## src/rtl/timing_budget_sequencer_pkg.sv

```systemverilog
// Shared sensor definitions: sequence-config bit map, overhead constants, FSM/step encodings.
package timing_budget_sequencer_pkg;

   // sequence_config bit positions
   localparam int unsigned CfgMsrcBit  = 2;
   localparam int unsigned CfgDssBit   = 3;
   localparam int unsigned CfgTccBit   = 4;
   localparam int unsigned CfgPreBit   = 6;
   localparam int unsigned CfgFinalBit = 7;

   // Fixed timing overheads in microseconds
   localparam logic [31:0] StartOvhUs = 32'd1910;
   localparam logic [31:0] EndOvhUs   = 32'd960;
   localparam logic [31:0] TccOvhUs   = 32'd590;
   localparam logic [31:0] DssOvhUs   = 32'd690;
   localparam logic [31:0] MsrcOvhUs  = 32'd660;
   localparam logic [31:0] PreOvhUs   = 32'd660;
   localparam logic [31:0] FinalOvhUs = 32'd550;

   typedef enum logic [2:0] {
      StIdle,
      StNext,
      StIssue,
      StWait,
      StSum,
      StDone
   } seq_state_e;

   typedef enum logic [1:0] {
      StepMsrc,
      StepPre,
      StepFinal,
      StepNone
   } step_e;

   typedef struct packed {
      logic tcc;
      logic dss;
      logic msrc;
      logic pre;
      logic fin;
   } seq_en_t;

   function automatic seq_en_t decode_config(input logic [7:0] cfg);
      seq_en_t en;
      en.tcc  = cfg[CfgTccBit];
      en.dss  = cfg[CfgDssBit];
      en.msrc = cfg[CfgMsrcBit];
      en.pre  = cfg[CfgPreBit];
      en.fin  = cfg[CfgFinalBit];
      return en;
   endfunction

   // Pending-step bit for a step: bit0 MSRC, bit1 PRE, bit2 FINAL
   function automatic logic [2:0] step_mask(input step_e step);
      logic [2:0] m;
      case (step)
         StepMsrc:  m = 3'b001;
         StepPre:   m = 3'b010;
         StepFinal: m = 3'b100;
         default:   m = 3'b000;
      endcase
      return m;
   endfunction

   // Final-range timeout includes pre-range; strip it out, never going negative
   function automatic logic [15:0] final_operand(input logic [15:0] final_mclks,
                                                 input logic [15:0] pre_mclks,
                                                 input logic        pre_en);
      logic [15:0] r;
      if (!pre_en) begin
         r = final_mclks;
      end else if (final_mclks > pre_mclks) begin
         r = final_mclks - pre_mclks;
      end else begin
         r = '0;
      end
      return r;
   endfunction

endpackage

```

## src/rtl/timing_budget_sequencer_if.sv

```systemverilog
// Start/done handshake to the shared mclk->us timeout converter.
interface timing_budget_sequencer_if;

   logic        conv_start;
   logic [15:0] conv_mclks;
   logic [7:0]  conv_vcsel;
   logic        conv_done;
   logic [31:0] conv_us;

   // Requester side (the sequencer)
   modport master (
      output conv_start,
      output conv_mclks,
      output conv_vcsel,
      input  conv_done,
      input  conv_us
   );

   // Converter side
   modport slave (
      input  conv_start,
      input  conv_mclks,
      input  conv_vcsel,
      output conv_done,
      output conv_us
   );

endinterface

```

## src/rtl/timing_budget_sequencer.sv

```systemverilog
// Measurement timing budget sequencer: runs the needed timeout conversions (MSRC, PRE, FINAL)
// through an external converter, then sums step times with the enabled fixed overheads.
module timing_budget_sequencer
   import timing_budget_sequencer_pkg::*;
#(
   parameter int unsigned CONV_TIMEOUT_CYCLES = 64,
   parameter logic [31:0] START_OVERHEAD_US   = StartOvhUs,
   parameter logic [31:0] END_OVERHEAD_US     = EndOvhUs,
   parameter logic [31:0] TCC_OVH             = TccOvhUs,
   parameter logic [31:0] DSS_OVH             = DssOvhUs,
   parameter logic [31:0] MSRC_OVH            = MsrcOvhUs,
   parameter logic [31:0] PRE_OVH             = PreOvhUs,
   parameter logic [31:0] FINAL_OVH           = FinalOvhUs
) (
   input  logic                              clk,
   input  logic                              reset,
   input  logic                              start,
   output logic                              busy,
   output logic                              done,
   output logic                              error,
   input  logic [7:0]                        sequence_config,
   input  logic [15:0]                       msrc_mclks,
   input  logic [15:0]                       pre_range_mclks,
   input  logic [15:0]                       final_range_mclks,
   input  logic [7:0]                        pre_vcsel_pclks,
   input  logic [7:0]                        final_vcsel_pclks,
   timing_budget_sequencer_if.master         conv,
   output logic [31:0]                       budget_us
);

   localparam int unsigned WdogW = $clog2(CONV_TIMEOUT_CYCLES + 1);

   seq_state_e  state_q, state_d;
   seq_en_t     en_q, en_d;
   step_e       step_q, step_d;
   logic [2:0]  pending_q, pending_d;
   logic [15:0] msrc_mclks_q, msrc_mclks_d;
   logic [15:0] pre_mclks_q, pre_mclks_d;
   logic [15:0] final_mclks_q, final_mclks_d;
   logic [7:0]  pre_vcsel_q, pre_vcsel_d;
   logic [7:0]  final_vcsel_q, final_vcsel_d;
   logic [31:0] msrc_us_q, msrc_us_d;
   logic [31:0] pre_us_q, pre_us_d;
   logic [31:0] final_us_q, final_us_d;
   logic [WdogW-1:0] wdog_q, wdog_d;
   logic        busy_q, busy_d;
   logic        done_q, done_d;
   logic        error_q, error_d;
   logic        conv_start_q, conv_start_d;
   logic [15:0] conv_mclks_q, conv_mclks_d;
   logic [7:0]  conv_vcsel_q, conv_vcsel_d;
   logic [31:0] budget_q, budget_d;

   step_e       sel_step;
   logic [15:0] iss_mclks;
   logic [7:0]  iss_vcsel;
   logic [31:0] acc;
   logic [WdogW-1:0] wdog_inc;
   logic        advance;

   // Bits 0, 1 and 5 of sequence_config do not affect the budget
   logic unused_cfg;
   assign unused_cfg = ^{sequence_config[5], sequence_config[1:0]};

   assign wdog_inc = wdog_q + WdogW'(1);

   // Pick the first still-pending step in MSRC, PRE, FINAL order
   always_comb begin
      sel_step = StepNone;
      if (pending_q[0]) begin
         sel_step = StepMsrc;
      end else if (pending_q[1]) begin
         sel_step = StepPre;
      end else if (pending_q[2]) begin
         sel_step = StepFinal;
      end
   end

   // Converter operands for the selected step
   always_comb begin
      iss_mclks = '0;
      iss_vcsel = '0;
      case (sel_step)
         StepMsrc: begin
            iss_mclks = msrc_mclks_q;
            iss_vcsel = pre_vcsel_q;
         end
         StepPre: begin
            iss_mclks = pre_mclks_q;
            iss_vcsel = pre_vcsel_q;
         end
         StepFinal: begin
            iss_mclks = final_operand(final_mclks_q, pre_mclks_q, en_q.pre);
            iss_vcsel = final_vcsel_q;
         end
         default: ;
      endcase
   end

   // Budget accumulation from latched step times; DSS replaces the plain MSRC term
   always_comb begin
      acc = START_OVERHEAD_US + END_OVERHEAD_US;
      if (en_q.tcc) begin
         acc = acc + msrc_us_q + TCC_OVH;
      end
      if (en_q.dss) begin
         acc = acc + ((msrc_us_q + DSS_OVH) << 1);
      end else if (en_q.msrc) begin
         acc = acc + msrc_us_q + MSRC_OVH;
      end
      if (en_q.pre) begin
         acc = acc + pre_us_q + PRE_OVH;
      end
      if (en_q.fin) begin
         acc = acc + final_us_q + FINAL_OVH;
      end
   end

   // Next-state logic for the sequencer FSM and all registered outputs
   always_comb begin
      state_d       = state_q;
      en_d          = en_q;
      step_d        = step_q;
      pending_d     = pending_q;
      msrc_mclks_d  = msrc_mclks_q;
      pre_mclks_d   = pre_mclks_q;
      final_mclks_d = final_mclks_q;
      pre_vcsel_d   = pre_vcsel_q;
      final_vcsel_d = final_vcsel_q;
      msrc_us_d     = msrc_us_q;
      pre_us_d      = pre_us_q;
      final_us_d    = final_us_q;
      wdog_d        = wdog_q;
      busy_d        = busy_q;
      done_d        = 1'b0;
      error_d       = error_q;
      conv_start_d  = 1'b0;
      conv_mclks_d  = conv_mclks_q;
      conv_vcsel_d  = conv_vcsel_q;
      budget_d      = budget_q;
      advance       = 1'b0;

      unique case (state_q)
         StIdle: begin
            if (start) begin
               en_d          = decode_config(sequence_config);
               pending_d     = {en_d.fin, en_d.pre, en_d.tcc | en_d.dss | en_d.msrc};
               msrc_mclks_d  = msrc_mclks;
               pre_mclks_d   = pre_range_mclks;
               final_mclks_d = final_range_mclks;
               pre_vcsel_d   = pre_vcsel_pclks;
               final_vcsel_d = final_vcsel_pclks;
               error_d       = 1'b0;
               budget_d      = '0;
               busy_d        = 1'b1;
               state_d       = StNext;
            end
         end
         StNext: begin
            advance = 1'b1;
         end
         StIssue: begin
            state_d = StWait;
         end
         StWait: begin
            if (conv.conv_done) begin
               case (step_q)
                  StepMsrc:  msrc_us_d  = conv.conv_us;
                  StepPre:   pre_us_d   = conv.conv_us;
                  StepFinal: final_us_d = conv.conv_us;
                  default: ;
               endcase
               advance = 1'b1;
            end else if (wdog_inc == WdogW'(CONV_TIMEOUT_CYCLES)) begin
               error_d  = 1'b1;
               budget_d = '0;
               busy_d   = 1'b0;
               done_d   = 1'b1;
               state_d  = StDone;
            end else begin
               wdog_d = wdog_inc;
            end
         end
         StSum: begin
            budget_d = acc;
            busy_d   = 1'b0;
            done_d   = 1'b1;
            state_d  = StDone;
         end
         StDone: begin
            state_d = StIdle;
         end
         default: begin
            state_d = StIdle;
         end
      endcase

      // Launch the next pending conversion, or go sum once none remain
      if (advance) begin
         if (sel_step == StepNone) begin
            state_d = StSum;
         end else begin
            state_d      = StIssue;
            step_d       = sel_step;
            pending_d    = pending_q & ~step_mask(sel_step);
            conv_start_d = 1'b1;
            conv_mclks_d = iss_mclks;
            conv_vcsel_d = iss_vcsel;
            wdog_d       = '0;
         end
      end
   end

   // State and output registers with synchronous reset
   always_ff @(posedge clk) begin
      if (reset) begin
         state_q       <= StIdle;
         en_q          <= '0;
         step_q        <= StepNone;
         pending_q     <= '0;
         msrc_mclks_q  <= '0;
         pre_mclks_q   <= '0;
         final_mclks_q <= '0;
         pre_vcsel_q   <= '0;
         final_vcsel_q <= '0;
         msrc_us_q     <= '0;
         pre_us_q      <= '0;
         final_us_q    <= '0;
         wdog_q        <= '0;
         busy_q        <= 1'b0;
         done_q        <= 1'b0;
         error_q       <= 1'b0;
         conv_start_q  <= 1'b0;
         conv_mclks_q  <= '0;
         conv_vcsel_q  <= '0;
         budget_q      <= '0;
      end else begin
         state_q       <= state_d;
         en_q          <= en_d;
         step_q        <= step_d;
         pending_q     <= pending_d;
         msrc_mclks_q  <= msrc_mclks_d;
         pre_mclks_q   <= pre_mclks_d;
         final_mclks_q <= final_mclks_d;
         pre_vcsel_q   <= pre_vcsel_d;
         final_vcsel_q <= final_vcsel_d;
         msrc_us_q     <= msrc_us_d;
         pre_us_q      <= pre_us_d;
         final_us_q    <= final_us_d;
         wdog_q        <= wdog_d;
         busy_q        <= busy_d;
         done_q        <= done_d;
         error_q       <= error_d;
         conv_start_q  <= conv_start_d;
         conv_mclks_q  <= conv_mclks_d;
         conv_vcsel_q  <= conv_vcsel_d;
         budget_q      <= budget_d;
      end
   end

   assign busy            = busy_q;
   assign done            = done_q;
   assign error           = error_q;
   assign budget_us       = budget_q;
   assign conv.conv_start = conv_start_q;
   assign conv.conv_mclks = conv_mclks_q;
   assign conv.conv_vcsel = conv_vcsel_q;

endmodule
```

## src/flat_wrapper.sv

```systemverilog
// flat-port wrapper written by rule: the top's interface ports become plain ports
module timing_budget_sequencer_flat import timing_budget_sequencer_pkg::*;
#(
   parameter int unsigned CONV_TIMEOUT_CYCLES = 64,
   parameter logic [31:0] START_OVERHEAD_US   = StartOvhUs,
   parameter logic [31:0] END_OVERHEAD_US     = EndOvhUs,
   parameter logic [31:0] TCC_OVH             = TccOvhUs,
   parameter logic [31:0] DSS_OVH             = DssOvhUs,
   parameter logic [31:0] MSRC_OVH            = MsrcOvhUs,
   parameter logic [31:0] PRE_OVH             = PreOvhUs,
   parameter logic [31:0] FINAL_OVH           = FinalOvhUs
)
  (clk, reset, start, busy, done, error, sequence_config, msrc_mclks, pre_range_mclks, final_range_mclks, pre_vcsel_pclks, final_vcsel_pclks, budget_us, conv_conv_start, conv_conv_mclks, conv_conv_vcsel, conv_conv_done, conv_conv_us);
  timing_budget_sequencer_if conv_i ();
  input  logic clk;
  input  logic reset;
  input  logic start;
  output logic busy;
  output logic done;
  output logic error;
  input  logic [7:0] sequence_config;
  input  logic [15:0] msrc_mclks;
  input  logic [15:0] pre_range_mclks;
  input  logic [15:0] final_range_mclks;
  input  logic [7:0] pre_vcsel_pclks;
  input  logic [7:0] final_vcsel_pclks;
  output logic [31:0] budget_us;
  output wire logic [$bits(conv_i.conv_start)-1:0] conv_conv_start;
  output wire logic [$bits(conv_i.conv_mclks)-1:0] conv_conv_mclks;
  output wire logic [$bits(conv_i.conv_vcsel)-1:0] conv_conv_vcsel;
  input wire logic [$bits(conv_i.conv_done)-1:0] conv_conv_done;
  input wire logic [$bits(conv_i.conv_us)-1:0] conv_conv_us;
  assign conv_conv_start = conv_i.conv_start;
  assign conv_conv_mclks = conv_i.conv_mclks;
  assign conv_conv_vcsel = conv_i.conv_vcsel;
  assign conv_i.conv_done = conv_conv_done;
  assign conv_i.conv_us = conv_conv_us;
  timing_budget_sequencer #(.CONV_TIMEOUT_CYCLES(CONV_TIMEOUT_CYCLES), .START_OVERHEAD_US(START_OVERHEAD_US), .END_OVERHEAD_US(END_OVERHEAD_US), .TCC_OVH(TCC_OVH), .DSS_OVH(DSS_OVH), .MSRC_OVH(MSRC_OVH), .PRE_OVH(PRE_OVH), .FINAL_OVH(FINAL_OVH)) u_core (.clk(clk), .reset(reset), .start(start), .busy(busy), .done(done), .error(error), .sequence_config(sequence_config), .msrc_mclks(msrc_mclks), .pre_range_mclks(pre_range_mclks), .final_range_mclks(final_range_mclks), .pre_vcsel_pclks(pre_vcsel_pclks), .final_vcsel_pclks(final_vcsel_pclks), .conv(conv_i), .budget_us(budget_us));
endmodule
```

## config.mk

```make
export PLATFORM = sky130hd
export DESIGN_NAME = timing_budget_sequencer_flat
export DESIGN_NICKNAME = d
export VERILOG_FILES = /design/src/rtl/timing_budget_sequencer_pkg.sv /design/src/rtl/timing_budget_sequencer_if.sv /design/src/rtl/timing_budget_sequencer.sv /design/src/flat_wrapper.sv
export SDC_FILE = /design/constraint.sdc
export NUM_CORES = 1
export LEC_CHECK = 0
export BUFFER_PORTS_ARGS = -buffer_cell sky130_fd_sc_hd__buf_2
export CAP_MARGIN = 15
export CORE_MARGIN = 4
export CORE_UTILIZATION = 60
export CTS_CLUSTER_DIAMETER = 30
export DETAILED_ROUTE_END_ITERATION = 8
export PLACE_DENSITY = 0.77
export SLEW_MARGIN = 20
export SYNTH_ARGS = -nofsm -noshare
export SYNTH_HDL_FRONTEND = slang
export SYNTH_SLANG_ARGS = --single-unit
```

## constraint.sdc

```tcl
create_clock -name clk -period 11.7 [get_ports clk]
set_clock_uncertainty 0.1 [all_clocks]
set_input_delay 2.925 -clock clk [delete_from_list [all_inputs] [get_ports clk]]
set_output_delay 2.925 -clock clk [all_outputs]
set_load 0.01 [all_outputs]
```

==> results.ini, run 1 <==
[timing]
hold_violations = 0
max_slew_margin = 0.3100
setup_viol = 0
fin_setup_tns_ns = 0
grt_setup_unrepaired = false
worst_pin_slew_ns = 1.035
fmax_mhz = 100.2
fin_crit_sh = 0.8530
holdWs_ns = 0.3429
fin_crit_ns = 9.980
maxSlewViolCount = 0

[synth]
synth_common_cells = nand2_1, a21oi_1, dfxtp_1
syn_nets = 2902
ys_top_cells_by_area = dfxtp_1, ha_1, nand2_1, a21oi_1, xnor2_1
yosys.area.top_type = dfxtp_1
syn_area_per_cell_um2 = 7.422
synth-edff-count = 0
synthFlopType = dfxtp_1
yosysWarnings = 0
netlist_instances = 2572
netlist-cell-type-count = 84
ys_seq_area_frac = 0.2517
synth_top_area_share = 0.2517
synth_most_common_cell = nand2_1
ys_ff_latch = 240
synth_area_um2 = 19090
async_reset_ff_frac = 0

[clock_network]
clock_latency_ns = 0.54
cts-root-buf = clkbuf_16
cts_resized = 0
cts_inserted_buffers = 51
cts_tree = built
cts.clk_slew.worst_paths_ns = 0.05
cts_max_level = 2
cts-hold-fix-buffers = 0
clk_path_buf_depth = 3
cts.repair_timing.setup_buffer_count = 0
clkSinkCount = 240

[critical_path]
arrival_ns = 10.31
crit_slowest_cell = o21ai_0
crit_end = u_core.budget_us[29]$_SDFFE_PP0P_
critPathLaunchType = flop
path_delay_family = compound AO/OA/AOI/OAI gates
critPathCaptureType = flop
r2r_end = u_core.budget_us[29]$_SDFFE_PP0P_
r2r.worst_path.cells = 39
reg2reg_from = u_core.msrc_us_q[2]$_SDFFE_PP0P_
path_depth = 39
critPathMaxFanout = 8
r2r_setup_slack_ns = 1.72
critPathKind = reg2reg
critical_path_required_ns = 12.03
max_stage_delay_ns = 0.45
path_common_cell = ha_1
cp.buffers_inverters = 0
cp-startpoint = u_core.msrc_us_q[2]$_SDFFE_PP0P_

[grt]
grt.busiest_layer = met2
track_usage = 0.2998
use_met2 = 0.5134
use_met3 = 0.06061
met1_usage = 0.3825
grt_pass1_vias = 18340
antenna_found_initial = 1
grt_max_degree = 122
grt_overflow = 0
grt_pass1_wl_mm = 89.18

[worst_hold_path]
hold_path_class = reg2reg

[floorplanning]
die_x_um = 186.4
rows = 65
start_util = 0.6065
core-area_um2 = 31470
die_y_um = 186.4
ios = 168
die_area_um2 = 34730

[placement]
numPortBuffers = 164
place_congestion = 0.9376
place_inst = 3024
dp_hpwl_mm = 40.21
postPlaceCellArea_um2 = 20070

[cells_and_area]
final_nets = 3005
final_design_area_no_fill_um2 = 21830
multiInputGateArea_um2 = 13430
final_cells = 3115
fillCellCount = 2647
drive_above_1_share = 0.1191
area_growth_pct = 14.34
regArea_um2 = 4806
diodes = 0

[outcome]
status = finished, final reports clean

[drt]
wl_per_cell_um = 17.49
via_per_inst = 6.036
wl_mm = 54.47
vias = 18800
postRouteAntennaNets = 0
drtIter0Drc = 1660
dr.pass1.iters = 5
drc = 0

[power]
leakage_nw = 9.968
peakVddDrop_v = 0.0001449
p_total_w = 0.002940
power-per-cell-area_nw_per_um2 = 134.7

[run]
maxCapViolations = 0

-- per-stage QoR --
step	utilization	setup WS, ns
6_report	0.6935	1.720
4_1_cts	0.6934	1.903
5_1_grt	0.6935	1.046
3_5_place_dp	0.6378	1.950
3_3_place_gp	0.6377	2.087
2_1_floorplan	-	3.177
-- kinds of logic (layout without fill, tap and decap cells) --
group,count (synthesis),in the layout,synth area share
DFF,240,240,0.2517
adders and majority gates,222,222,0.1475
AOI/OAI and AO/OA,730,730,0.2358
and+or+nand+nor,940,940,0.2181
xor gates and xnor gates,161,161,0.07498
buffers and inverters,233,374,0.04647
muxes,46,46,0.02550
-- layer usage --
| layer | routed length, um | part of all wire | vias to the layer above |
|---|---|---|---|
| li1 | - | - | 9270 |
| met2 | 25070 | 0.46 | 690 |
| met4 | 1479 | 0.027 | 2 |
| met5 | 13 | 0.00024 | - |
| met1 | 23740 | 0.44 | 8726 |
| met3 | 4161 | 0.076 | 115 |
-- how the worst min path moves through the flow --
stage	start	endpoint	cells after the start	slack, ns
2_1_floorplan	u_core.final_us_q[1]$_SDFFE_PP0P_	u_core.final_us_q[1]$_SDFFE_PP0P_	2	0.34
5_1_grt	u_core.final_vcsel_q[3]$_SDFFE_PP0P_	u_core.final_vcsel_q[3]$_SDFFE_PP0P_	2	0.37
3_5_place_dp	u_core.budget_us[31]$_SDFFE_PP0P_	u_core.budget_us[31]$_SDFFE_PP0P_	2	0.34
6_report	u_core.budget_us[31]$_SDFFE_PP0P_	u_core.budget_us[31]$_SDFFE_PP0P_	2	0.34
3_3_place_gp	u_core.budget_us[31]$_SDFFE_PP0P_	u_core.budget_us[31]$_SDFFE_PP0P_	2	0.34
4_1_cts	u_core.budget_us[31]$_SDFFE_PP0P_	u_core.budget_us[31]$_SDFFE_PP0P_	2	0.35
-- final cells by class --
type | count | area share
multi-input combinational | 2099 | 0.6151
timing repair buffer | 182 | 0.04408
inverter | 101 | 0.01737
tap | 402 | 0.02304
clock inverter | 36 | 0.01972
clock buffer | 55 | 0.06053
sequential | 240 | 0.2202
-- where the power goes --
part	leakage, nW	internal (W)	switching, W
registers	1.95	0.000855	0.0000288
logic	7.19	0.000229	0.000370
clock network	0.836	0.000975	0.000483
total	9.97	0.00206	0.000881
-- registers in the layout, indices dropped and copies added (netlist names), 2 cells and up --
signal	cells
u_core.pre_us_q	32
u_core.msrc_mclks_q	16
u_core.final_us_q	32
u_core.wdog_q	7
u_core.msrc_us_q	32
u_core.pre_vcsel_q	8
u_core.en_q	5
u_core.pre_mclks_q	16
u_core.conv.conv_vcsel	8
u_core.conv.conv_mclks	16
u_core.state_q	3
u_core.final_mclks_q	16
u_core.budget_us	32
u_core.pending_q	3
u_core.step_q	2
u_core.final_vcsel_q	8
-- tightest hold or removal path: stages, from the launching register on --
cell	delay, ns
dfxtp_1	0.30
nand2_1	0.05
o21ai_1	0.05
-- placed cells by master, fill, tap and decap left out, types with 23 or more instances in the layout --
cell,instances
nor2_1,170
inv_1,99
nand2_1,506
mux2i_1,25
a21o_1,65
dfxtp_1,239
buf_2,163
and2_1,23
a21oi_1,322
o21ai_0,110
and3_1,31
nor3_1,32
xor2_1,65
clkbuf_16,51
nor2b_1,25
xnor2_1,94
o21a_1,25
ha_1,217
a211oi_1,24
nand3_1,41
No activity file was read; power rests on OpenSTA's default activity.
==> run 2, diff against run 1 <==
ABC_AREA = 1   (was unset)
==> results.ini, run 2 <==
[timing]
fin_crit_ns = 8.882
worst_pin_slew_ns = 1.018
setup_viol = 0
fin_crit_sh = 0.7591
fin_setup_tns_ns = 0
max_slew_margin = 0.3174
fmax_mhz = 112.6
grt_setup_unrepaired = false
hold_violations = 0
maxSlewViolCount = 0

[power]
peakVddDrop_v = 0.0002224
p_switching_w = 0.001233
power_frac_clock = 0.496
leakage_nw = 11.35
p_int_w = 0.002452
power-per-cell-area_nw_per_um2 = 155.9
power_frac_seq = 0.246
p_sw_frac = 0.3346
combPwrFrac = 0.258
p_total_w = 0.003685

[clock_network]
cts_inserted_buffers = 59
cts_max_level = 2
cts_tree = built
cts-root-buf = clkbuf_16
clock_latency_ns = 0.64
cts.repair_timing.setup_buffer_count = 0
cts_resized = 0
clk_path_buf_depth = 3
cts-hold-fix-buffers = 0
clkSinkCount = 240
cts.clk_slew.worst_paths_ns = 0.05

[critical_path]
r2r_end = u_core.budget_us[31]$_SDFFE_PP0P_
critical_path_required_ns = 12.06
critPathCaptureType = flop
critPathLaunchType = flop
path_common_cell = nand2_1
r2r_setup_slack_ns = 2.82
critPathMaxFanout = 6
critPathKind = reg2reg
max_stage_delay_ns = 0.49
crit_slowest_cell = o21ai_0
reg2reg_from = u_core.msrc_us_q[3]$_SDFFE_PP0P_
r2r.worst_path.cells = 49
arrival_ns = 9.24

[drt]
drtIter0Drc = 1632
vias = 22370
dr.pass1.iters = 9
wl_per_cell_um = 18.76
via_per_inst = 6.042
wl_mm = 69.48
postRouteAntennaNets = 0
drc = 1

[placement]
numPortBuffers = 164
place_congestion = 1.014
dp_hpwl_mm = 51.59

[cells_and_area]
layout_commonest_cell = nand2_1
area_growth_pct = 16.42
final_nets = 3532
drive_above_1_share = 0.1283
final_cell_mix = nand2_1, a21oi_1, inv_1

[floorplanning]
start_util = 0.6070
die_area_um2 = 36840
die_x_um = 192.0
die_y_um = 192.0
core-area_um2 = 33450
ios = 168
rows = 67

[grt]
antenna_found_initial = 9
track_usage = 0.3700
grt_max_degree = 112
grt_overflow = 0
grt_pass1_wl_mm = 109.9
grt_pass1_vias = 21760

[synth]
netlist-cell-type-count = 62
synth_top_area_share = 0.2366
syn_nets = 3397
synth_most_common_cell = nand2_1
synth_common_cells = nand2_1, a21oi_1, inv_1
netlist_instances = 3067
ys_top_cells_by_area = dfxtp_1, ha_1, nand2_1, a21oi_1, o21ai_0
syn_area_per_cell_um2 = 6.620
ys_ff_latch = 240
async_reset_ff_frac = 0
synthFlopType = dfxtp_1
synth_area_um2 = 20300
yosysWarnings = 0
yosys.area.top_type = dfxtp_1
synth-edff-count = 0
ys_seq_area_frac = 0.2366

[worst_hold_path]
min_from = u_core.msrc_mclks_q[3]$_SDFFE_PP0P_
min_to = u_core.msrc_mclks_q[3]$_SDFFE_PP0P_
hold_path_class = reg2reg
hold_depth = 2

[outcome]
violations = DRC
status = finished, violations left

[run]
maxCapViolations = 0

[run 2: worst max path at each step]
| stage | start | endpoint | slack (ns) | cells past startpoint |
|---|---|---|---|---|
| finish | u_core.msrc_us_q[3]$_SDFFE_PP0P_ | u_core.budget_us[31]$_SDFFE_PP0P_ | 2.82 | 49 |
| detailed placement | u_core.msrc_us_q[3]$_SDFFE_PP0P_ | u_core.budget_us[31]$_SDFFE_PP0P_ | 3.12 | 49 |
| floorplan | u_core.msrc_us_q[3]$_SDFFE_PP0P_ | u_core.budget_us[31]$_SDFFE_PP0P_ | 4.62 | 51 |
| CTS | u_core.msrc_us_q[3]$_SDFFE_PP0P_ | u_core.budget_us[31]$_SDFFE_PP0P_ | 3.01 | 49 |
| global placement | u_core.msrc_us_q[2]$_SDFFE_PP0P_ | u_core.budget_us[31]$_SDFFE_PP0P_ | 3.22 | 51 |
| global route | u_core.msrc_us_q[3]$_SDFFE_PP0P_ | u_core.budget_us[31]$_SDFFE_PP0P_ | 2.01 | 50 |
[run 2: layout make-up]
class                           instances  area (um2)
Antenna cell                            4       10.01
Sequential cell                       240        4805
Tap cell                              448       560.5
Timing Repair Buffer                  182       955.9
Clock buffer                           68        1580
Clock inverter                         42       649.4
Fill cell                            2753        9812
Multi-Input combinational cell       2354       13700
Inverter                              365        1378
[run 2: power groups by stage]
stage | Clock [W] | Combinational [W] | Sequential, W
6_report | 0.00183 | 0.000950 | 0.000907
5_1_grt | 0.00188 | 0.00106 | 0.000910
4_1_cts | 0.00183 | 0.000934 | 0.000905
3_5_place_dp | 0 | 0.000915 | 0.000919
3_3_place_gp | 0 | 0.000887 | 0.000916
2_1_floorplan | 0 | 0.000667 | 0.000916
[run 2: routing by layer]
layer / vias up / global-route usage / part of all wire
met5: - / 0 / 0.0012
met4: 12 / 0.1953 / 0.056
met3: 260 / 0.07761 / 0.086
met2: 1083 / 0.6198 / 0.46
met1: 10360 / 0.4458 / 0.39
li1: 10660 / - / -
[run 2: critical path: cells and delay by family (launching register included)]
kind / cells / cell delay, ns
buffers and inverters: 6 / 0.48
adder cells (fa/ha/maj): 7 / 2.13
AO/OA/AOI/OAI: 5 / 1.00
flip-flops: 1 / 0.45
XOR/XNOR: 2 / 0.23
AND/OR/NAND/NOR: 29 / 4.34
[run 2: logic make-up after synthesis]
logic type               synth area share
AO/OA/AOI/OAI                      0.2370
XOR/XNOR                          0.04055
adder cells (fa/ha/maj)            0.1387
buffers and inverters             0.08967
flip-flops                         0.2366
AND/OR/NAND/NOR                    0.2575
[run 2: stage by stage]
stage	instances	hold WS (ns)	setup slack (ns)	util	area, um2
2_1_floorplan	3067	0.3238	4.621	-	20300
3_5_place_dp	3589	0.3375	3.115	0.6397	21400
6_report	3703	0.3524	2.818	0.7067	23640
3_3_place_gp	3589	0.3330	3.222	0.6397	21400
4_1_cts	3699	0.3506	3.008	0.7064	23630
5_1_grt	3700	0.3720	2.010	0.7064	23630
==> run 3, diff against run 2 <==
CORE_UTILIZATION = 56   (was 60)
PLACE_DENSITY = 0.75   (was 0.77)
clock period = 7.3 ns   (was 11.7 ns; I/O delays follow)
==> results.ini, run 3 (same netlist as run 2, synthesis figures left out) <==
[power]
combPwrFrac = 0.307
p_switching_w = 0.002111
peakVddDrop_v = 0.0002513
power_frac_clock = 0.454
power_frac_seq = 0.239
power-per-cell-area_nw_per_um2 = 210.4
leakage_nw = 13.64
p_int_w = 0.003992
p_sw_frac = 0.3459

[timing]
fin_setup_tns_ns = -1.309
holdWs_ns = 0.3484
maxSlewViolCount = 0
setup_viol = 9
hold_violations = 0
fin_crit_ns = 7.653
grt_setup_unrepaired = true
fmax_mhz = 130.7
layout_setup_ws_ns = -0.3532
fin_crit_sh = 1.048
worst_pin_slew_ns = 1.051
max_slew_margin = 0.2948

[critical_path]
r2r_end = u_core.budget_us[29]$_SDFFE_PP0P_
cp-startpoint = u_core.msrc_us_q[4]$_SDFFE_PP0P_
critical_path_required_ns = 7.66
critPathMaxFanout = 4
reg2reg_from = u_core.msrc_us_q[4]$_SDFFE_PP0P_
crit_end = u_core.budget_us[29]$_SDFFE_PP0P_
r2r.worst_path.cells = 49
arrival_ns = 8.02
critPathLaunchType = flop
critPathCaptureType = flop
crit_slowest_cell = nor3b_4
max_stage_delay_ns = 0.36
path_common_cell = buf_6
critPathKind = reg2reg
r2r_setup_slack_ns = -0.35

[floorplanning]
ios = 168
rows = 69
die_x_um = 198.4
die_y_um = 198.4
start_util = 0.5694
core-area_um2 = 35660
die_area_um2 = 39370

[clock_network]
cts_tree = built
clkSinkCount = 240
cts-hold-fix-buffers = 0
cts.clk_slew.worst_paths_ns = 0.05
cts_inserted_buffers = 59
clk_path_buf_depth = 3
cts_max_level = 2
cts-root-buf = clkbuf_16
clock_latency_ns = 0.63

[grt]
track_usage = 0.3469
grt_max_degree = 98
use_met2 = 0.5974
antenna_found_initial = 7
grt_pass1_wl_mm = 111.6
met1_usage = 0.4156
grt.busiest_layer = met2
grt_pass1_vias = 22860
grt_overflow = 0
use_met3 = 0.06301

[cells_and_area]
fin_util = 0.8137
final_cell_mix = nand2_1, buf_4, inv_1
layout_commonest_cell = nand2_1
area_growth_pct = 42.90
drive_above_1_share = 0.3229
final_design_area_no_fill_um2 = 29010
final_nets = 3955

[placement]
numPortBuffers = 164
postPlaceCellArea_um2 = 24170
place_congestion = 1.008
dp_hpwl_mm = 53.62

[drt]
via_per_inst = 5.940
wl_mm = 77.83
dr.pass1.iters = 6
drc = 0
drtIter0Drc = 1999
vias = 24580
postRouteAntennaNets = 0
wl_per_cell_um = 18.80

[worst_hold_path]
hold_depth = 2
hold_path_class = reg2reg

[run]
maxCapViolations = 0

[outcome]
violations = setup timing
status = finished, violations left

[run 3: cell types whose count changed in the layout (fill, tap and decap cells not counted), sizes merged]
cell / previous run / this run
buf: 182 / 605
bufinv: 13 / 8
inv: 363 / 366
clkbuf: 68 / 70
diode: 4 / 2
clkinv: 25 / 26
clkinvlp: 6 / 7
[run 3: area by class of cell]
class	instances	area, um2
Clock buffer	70	1598
Antenna cell	2	5.005
Timing Repair Buffer	605	4243
Tap cell	461	576.8
Inverter	365	1380
Multi-Input combinational cell	2354	15870
Fill cell	2371	6641
Clock inverter	42	534.3
Sequential cell	240	4810
[run 3: critical path, delay by kind of cell, from the launching register on]
family,cells,cell delay (ns)
buffers and inverters,8,0.93
xor gates and xnor gates,1,0.18
adders and majority gates,6,1.65
AOI/OAI and AO/OA,8,1.10
DFF,1,0.33
and+or+nand+nor,26,3.22
[run 3: worst min-delay path by stage]
stage                                         start                              endpoint  slack [ns]
3_3_place_gp    u_core.msrc_mclks_q[4]$_SDFFE_PP0P_   u_core.msrc_mclks_q[4]$_SDFFE_PP0P_        0.33
6_report       u_core.msrc_mclks_q[12]$_SDFFE_PP0P_  u_core.msrc_mclks_q[12]$_SDFFE_PP0P_        0.35
4_1_cts         u_core.msrc_mclks_q[1]$_SDFFE_PP0P_   u_core.msrc_mclks_q[1]$_SDFFE_PP0P_        0.35
2_1_floorplan   u_core.msrc_mclks_q[0]$_SDFFE_PP0P_   u_core.msrc_mclks_q[0]$_SDFFE_PP0P_        0.32
5_1_grt         u_core.msrc_mclks_q[7]$_SDFFE_PP0P_   u_core.msrc_mclks_q[7]$_SDFFE_PP0P_        0.36
3_5_place_dp    u_core.msrc_mclks_q[1]$_SDFFE_PP0P_   u_core.msrc_mclks_q[1]$_SDFFE_PP0P_        0.34
[run 3: routing by layer]
| layer | routed length [um] | part of all wire |
|---|---|---|
| met3 | 6764 | 0.087 |
| met5 | 73 | 0.00094 |
| met2 | 37220 | 0.48 |
| met4 | 5157 | 0.066 |
| met1 | 28620 | 0.37 |
[run 3: repair_timing]
action,4_1_cts,5_1_grt
gates resized for setup,96,389
pin swaps,20,144
hold endpoints to repair,0,0
endpoints found under the setup margin,15,16
buffers inserted,4,54
[run 3: stage by stage]
stage / std cells / power [W] / worst slack, ns
floorplan: 3067 / 0.002538 / 0.2207
global placement: 3968 / 0.003013 / -0.4648
detailed placement: 3968 / 0.003072 / -0.6250
CTS: 4084 / 0.005883 / -0.01693
global route: 4138 / 0.006376 / -0.6722
finish: 4139 / 0.006104 / -0.3532
[run 3: power groups by stage]
stage / clock (W) / sequential, W / combinational [W]
2_1_floorplan: 0 / 0.00147 / 0.00107
3_3_place_gp: 0 / 0.00147 / 0.00154
3_5_place_dp: 0 / 0.00148 / 0.00159
4_1_cts: 0.00278 / 0.00145 / 0.00165
5_1_grt: 0.00286 / 0.00146 / 0.00205
6_report: 0.00277 / 0.00146 / 0.00188
